--- config.mk ---
export PLATFORM = sky130hd
export DESIGN_NAME = instr_fetch_unit
export DESIGN_NICKNAME = d
export VERILOG_FILES = /design/src/rtl/instr_fetch_unit.sv
export SDC_FILE = /design/constraint.sdc
export NUM_CORES = 1
export LEC_CHECK = 0
export CORE_UTILIZATION = 25
export CTS_CLUSTER_SIZE = 24
export DETAILED_ROUTE_END_ITERATION = 12
export PLACE_DENSITY_LB_ADDON = 0.25
export SYNTH_ARGS = -nofsm -noshare
export SYNTH_HDL_FRONTEND = slang
export SYNTH_SLANG_ARGS = --single-unit
--- constraint.sdc ---
create_clock -name clk -period 4.2 [get_ports clk]
set_input_delay 0.42 -clock clk [delete_from_list [all_inputs] [get_ports clk]]
set_output_delay 0.42 -clock clk [all_outputs]
set_load 0.01 [all_outputs]
--- src/rtl/instr_fetch_unit.sv ---
// Fetch stage: issues word reads to a 1-cycle imem and buffers {instr, pc} in a DEPTH-entry FIFO.
// Request to out_valid is 2 cycles. Issue stops while count+inflight reaches DEPTH; a redirect flushes everything.
module instr_fetch_unit #(
  parameter int                   DATAWIDTH = 32,
  parameter int                   DEPTH     = 4,
  parameter logic [DATAWIDTH-1:0] RESET_PC  = '0
) (
  input  logic                         clk,
  input  logic                         rst,
  output logic                         imem_req,
  output logic [DATAWIDTH-1:0]         imem_addr,
  input  logic [DATAWIDTH-1:0]         imem_rdata,
  input  logic                         redirect_valid,
  input  logic [DATAWIDTH-1:0]         redirect_pc,
  output logic                         out_valid,
  input  logic                         out_ready,
  output logic [DATAWIDTH-1:0]         out_instr,
  output logic [DATAWIDTH-1:0]         out_pc,
  output logic [$clog2(DEPTH+1)-1:0]   fifo_count
);

  localparam int PW = $clog2(DEPTH);
  localparam int CW = $clog2(DEPTH+1);

  typedef struct packed {
    logic [DATAWIDTH-1:0] instr;
    logic [DATAWIDTH-1:0] pc;
  } entry_t;

  logic [DATAWIDTH-1:0] fetch_pc_q, fetch_pc_d;
  logic                 inflight_q, inflight_d;
  logic [DATAWIDTH-1:0] inflight_pc_q, inflight_pc_d;
  logic [PW-1:0]        rd_ptr_q, rd_ptr_d;
  logic [PW-1:0]        wr_ptr_q, wr_ptr_d;
  logic [CW-1:0]        count_q, count_d;
  entry_t               mem_q [DEPTH];

  logic [CW:0]          credit_used;
  logic                 push;
  logic                 pop;
  entry_t               head;
  logic                 unused_redirect_lsbs;

  assign unused_redirect_lsbs = ^redirect_pc[1:0];

  // Credit check ignores a same-cycle pop; gated by rst so nothing is requested while held in reset.
  assign credit_used = {1'b0, count_q} + {{CW{1'b0}}, inflight_q};
  assign imem_req    = rst && !redirect_valid && (credit_used < (CW+1)'(DEPTH));
  assign imem_addr   = fetch_pc_q;

  assign push       = inflight_q && !redirect_valid;
  assign out_valid  = (count_q != '0);
  assign pop        = out_valid && out_ready && !redirect_valid;
  assign head       = mem_q[rd_ptr_q];
  assign out_instr  = out_valid ? head.instr : '0;
  assign out_pc     = out_valid ? head.pc    : '0;
  assign fifo_count = count_q;

  always_comb begin
    fetch_pc_d    = fetch_pc_q;
    inflight_d    = inflight_q;
    inflight_pc_d = inflight_pc_q;
    rd_ptr_d      = rd_ptr_q;
    wr_ptr_d      = wr_ptr_q;
    count_d       = count_q;
    if (redirect_valid) begin
      fetch_pc_d = {redirect_pc[DATAWIDTH-1:2], 2'b00};
      inflight_d = 1'b0;
      rd_ptr_d   = '0;
      wr_ptr_d   = '0;
      count_d    = '0;
    end else begin
      if (imem_req) begin
        fetch_pc_d    = fetch_pc_q + DATAWIDTH'(4);
        inflight_d    = 1'b1;
        inflight_pc_d = fetch_pc_q;
      end else begin
        inflight_d = 1'b0;
      end
      if (push) wr_ptr_d = wr_ptr_q + PW'(1);
      if (pop)  rd_ptr_d = rd_ptr_q + PW'(1);
      count_d = count_q + CW'(push) - CW'(pop);
    end
  end

  always_ff @(posedge clk or negedge rst) begin
    if (!rst) begin
      fetch_pc_q    <= RESET_PC;
      inflight_q    <= 1'b0;
      inflight_pc_q <= '0;
      rd_ptr_q      <= '0;
      wr_ptr_q      <= '0;
      count_q       <= '0;
    end else begin
      fetch_pc_q    <= fetch_pc_d;
      inflight_q    <= inflight_d;
      inflight_pc_q <= inflight_pc_d;
      rd_ptr_q      <= rd_ptr_d;
      wr_ptr_q      <= wr_ptr_d;
      count_q       <= count_d;
    end
  end

  // Storage needs no reset: out_valid gates every read of it.
  always_ff @(posedge clk) begin
    if (push) mem_q[wr_ptr_q] <= '{instr: imem_rdata, pc: inflight_pc_q};
  end

  a_no_push_when_full: assert property (@(posedge clk) disable iff (!rst)
    push |-> (count_q != CW'(DEPTH)));

endmodule

==> results.ini <==
[status]
run_status = completed

[logic_synthesis]
yosys_warnings = 0
synth.avg_cell_area_um2 = 17.9
syn_inst = 715
synth_edf_count = 248
syn_area_um2 = 12800
synth_seq_cells = 316
yosys_most_used_dff = edfxtp_1
ys_types = 53
seq_area_frac_synth_pct = 71.3
synthArstFlopShare_pct = 21.5

[setup_path]
slowest_stage = dfrtp_4
cp.arrival_ns = 2.94
crit_path_end_kind = output port
cpPeakStageDelay_ns = 0.63
cp_max_fo = 21
path_cells = buf_4 > mux4_2 > and2_1 > clkdlybuf4s50_1
critical_path_class = reg -> out
crit_required_ns = 3.78
cp-start-kind = flop

[placed_design]
dp_hpwl_um = 19500
place.gp.congestion = 0.719
pre_cts_slack_ns = 1.28
dpl_cell_area_um2 = 15300
io_buffer_count = 162

[power]
switching_share_pct = 27.5
peakVddDrop_mv = 0.282
power_leakage_nw = 5.49
power_density_nw_per_um2 = 596
total_power_mw = 9.86
clkPwrFrac_pct = 33.3
combinationalPowerShare_pct = 25.3
seqPwrFrac_pct = 41.4
p_sw_mw = 2.71
intPower_mw = 7.15

[timing]
finalCriticalPeriod_ns = 3.36
slew_headroom_pct = 44.7
tns_ns = 0
finalMaxSlewViolations = 0
hold_viol = 0
fin_worst_skew_ns = 0.0180
tightest_slew_ns = 0.829
fin_worst_hold_slack_ns = 0.353
clock.fmax_ghz = 0.298
setup_ws_ns = 0.840
setup_viol = 0
period_share_pct = 80.0
rsz0062_at_grt = false

[die]
rows = 82
initial_core_util_pct = 25.5
coreArea_um2 = 50400
io_pins = 169
die_w_um = 229
die_h_um = 229
dieArea_um2 = 52200

[finish]
fin_nets = 973
multi_input_area_um2 = 3480
drive_above_1_share_pct = 20.3
synthToLayoutAreaGrowth_pct = 28.8
diodes = 0
final_cell_area_um2 = 16500
fill_cells = 4897
register_area_um2 = 9160

[detailed_routing]
postRouteAntennaNets = 0
drtIter0Drc = 287
wl_per_cell_um = 19.8
drc = 0
viasPerCell = 4.30
num_vias = 6860
drt-pass1-iter-count = 4
postRouteWirelength_um = 31600

[global_route]
grt_pass1_vias = 7478
grt_pass1_wl_um = 48500
overflow = 0
grtUsageTotal_pct = 12.4
antenna_found_initial = 0
grt_max_degree = 62

[cts]
cts_tree = done
hold_buffers = 1
cts_inserted_buffers = 38
cts-resized-gates = 0
cts.sinks = 316
clk_pin_slew_worst_paths_ns = 0.06
clk_latency_ns = 0.55
clock_path_buffers = 3
clockRootBuffer = clkbuf_16
cts_setup_buffers = 0
cts_htree_levels = 2

[run]
maxCapViolCount = 0

[hold_path]
hold_class = in -> async

[synthesized netlist by cell type, drive strengths merged (2+ instances only)]
cell type | number | share of area [%]
mux2 | 30 | 2.6
ha | 8 | 0.78
mux2i | 2 | 0.16
edfxtp | 248 | 58
and4 | 6 | 0.41
xnor2 | 11 | 0.75
nor2b | 2 | 0.097
clkbuf | 23 | 0.67
xor2 | 15 | 1.0
a21oi | 2 | 0.078
and2 | 67 | 3.3
nand3b | 2 | 0.21
o21ai | 25 | 1.0
nand4b | 2 | 0.14
nor4 | 6 | 0.62
or3 | 5 | 0.24
nand3 | 17 | 0.76
nor4b | 3 | 0.30
mux4 | 62 | 11
a31oi | 4 | 0.19
buf | 18 | 0.83
nand4 | 9 | 0.44
dfrtp | 68 | 13
and3 | 4 | 0.20
nor2 | 16 | 0.53
nand2 | 34 | 1.1
inv | 11 | 0.32
nor3 | 3 | 0.16
o211ai | 2 | 0.12
[kinds of logic (layout without fill, tap and decap cells)]
group,after synthesis,after routing,share of synthesized area (%)
DFF,316,316,71.3
and+or+nand+nor,178,178,8.60
muxes,94,94,13.7
buffers and inverters,52,258,1.82
AOI/OAI and AO/OA,39,39,1.87
xor gates and xnor gates,26,26,1.77
adders and majority gates,9,9,0.936
other,1,4,0.0292
[routing by layer]
metal / wire length [µm] / GRT usage, %
met1: 14600 / 16.6
met2: 14800 / 19.6
met3: 1660 / 3.52
met4: 589 / 3.29
met5: 0 / 0
[sequential cells by signal, indices dropped and copies added, names as in the netlist]
name,count
imem_addr,30
inflight_q,1
fifo_count,3
mem_q,248
inflight_pc_q,30
rd_ptr_q,2
wr_ptr_q,2
[metrics by stage]
stage	util [%]	std cells
3_5_place_dp	30.3	1527
4_1_cts	32.8	1596
2_1_floorplan	-	718
6_report	32.8	1596
5_1_grt	32.8	1596
3_3_place_gp	30.3	1527
[power by group through the flow]
stage               logic [mW]  registers, mW  clock network (mW)
floorplan                 1.38           4.00                   0
global placement          2.57           4.14                   0
detailed placement        2.57           4.16                   0
CTS                       2.58           4.09                3.39
global route              2.72           4.14                3.51
finish                    2.50           4.08                3.28
[layout by cell type, fill, tap and decap left out, drive strengths merged, types with 4 or more instances in the layout]
| cell type | Yosys | routed |
|---|---|---|
| nor4 | 6 | 6 |
| xor2 | 15 | 15 |
| nand3 | 17 | 17 |
| and2 | 67 | 67 |
| edfxtp | 248 | 248 |
| mux4 | 62 | 62 |
| a31oi | 4 | 4 |
| o21ai | 25 | 25 |
| xnor2 | 11 | 11 |
| bufinv | 0 | 5 |
| and4 | 6 | 6 |
| inv | 11 | 13 |
| mux2 | 30 | 30 |
| buf | 18 | 18 |
| or3 | 5 | 5 |
| and3 | 4 | 4 |
| nand4 | 9 | 9 |
| conb | 1 | 4 |
| ha | 8 | 8 |
| nor2 | 16 | 16 |
| dfrtp | 68 | 68 |
| nand2 | 34 | 34 |
| clkinv | 0 | 14 |
| clkdlybuf4s50 | 0 | 160 |
| clkbuf | 23 | 46 |
[critical path: cells and delay by family (launching register included)]
family	cells	cell delay, ns
buffers and inverters	2	0.96
DFF	1	0.63
muxes	1	0.59
and+or+nand+nor	1	0.20
[layout make-up]
| type | instances | share of cell area (%) |
|---|---|---|
| timing repair buffer | 179 | 10.7 |
| inverter | 11 | 0.250 |
| sequential | 316 | 55.4 |
| tap | 672 | 5.09 |
| clock inverter | 22 | 1.55 |
| clock buffer | 46 | 5.99 |
| multi-input combinational | 350 | 21.0 |
[worst paths after layout]
path	end	slack (ns)	depth (start not counted)	startpoint
hold / removal	imem_addr[20]	0.35	2	rst
hold reg to reg	mem_q[0][22]	0.51	0	inflight_pc_q[22]
max in group asynchronous	imem_addr[28]	2.78	3	rst
setup reg to reg	fifo_count[2]	1.50	10	fifo_count[1]
min in group clk	imem_addr[19]	0.41	3	redirect_pc[19]
setup / recovery	out_pc[22]	0.84	4	rd_ptr_q[0]
Power figures use the tool's default switching activity.
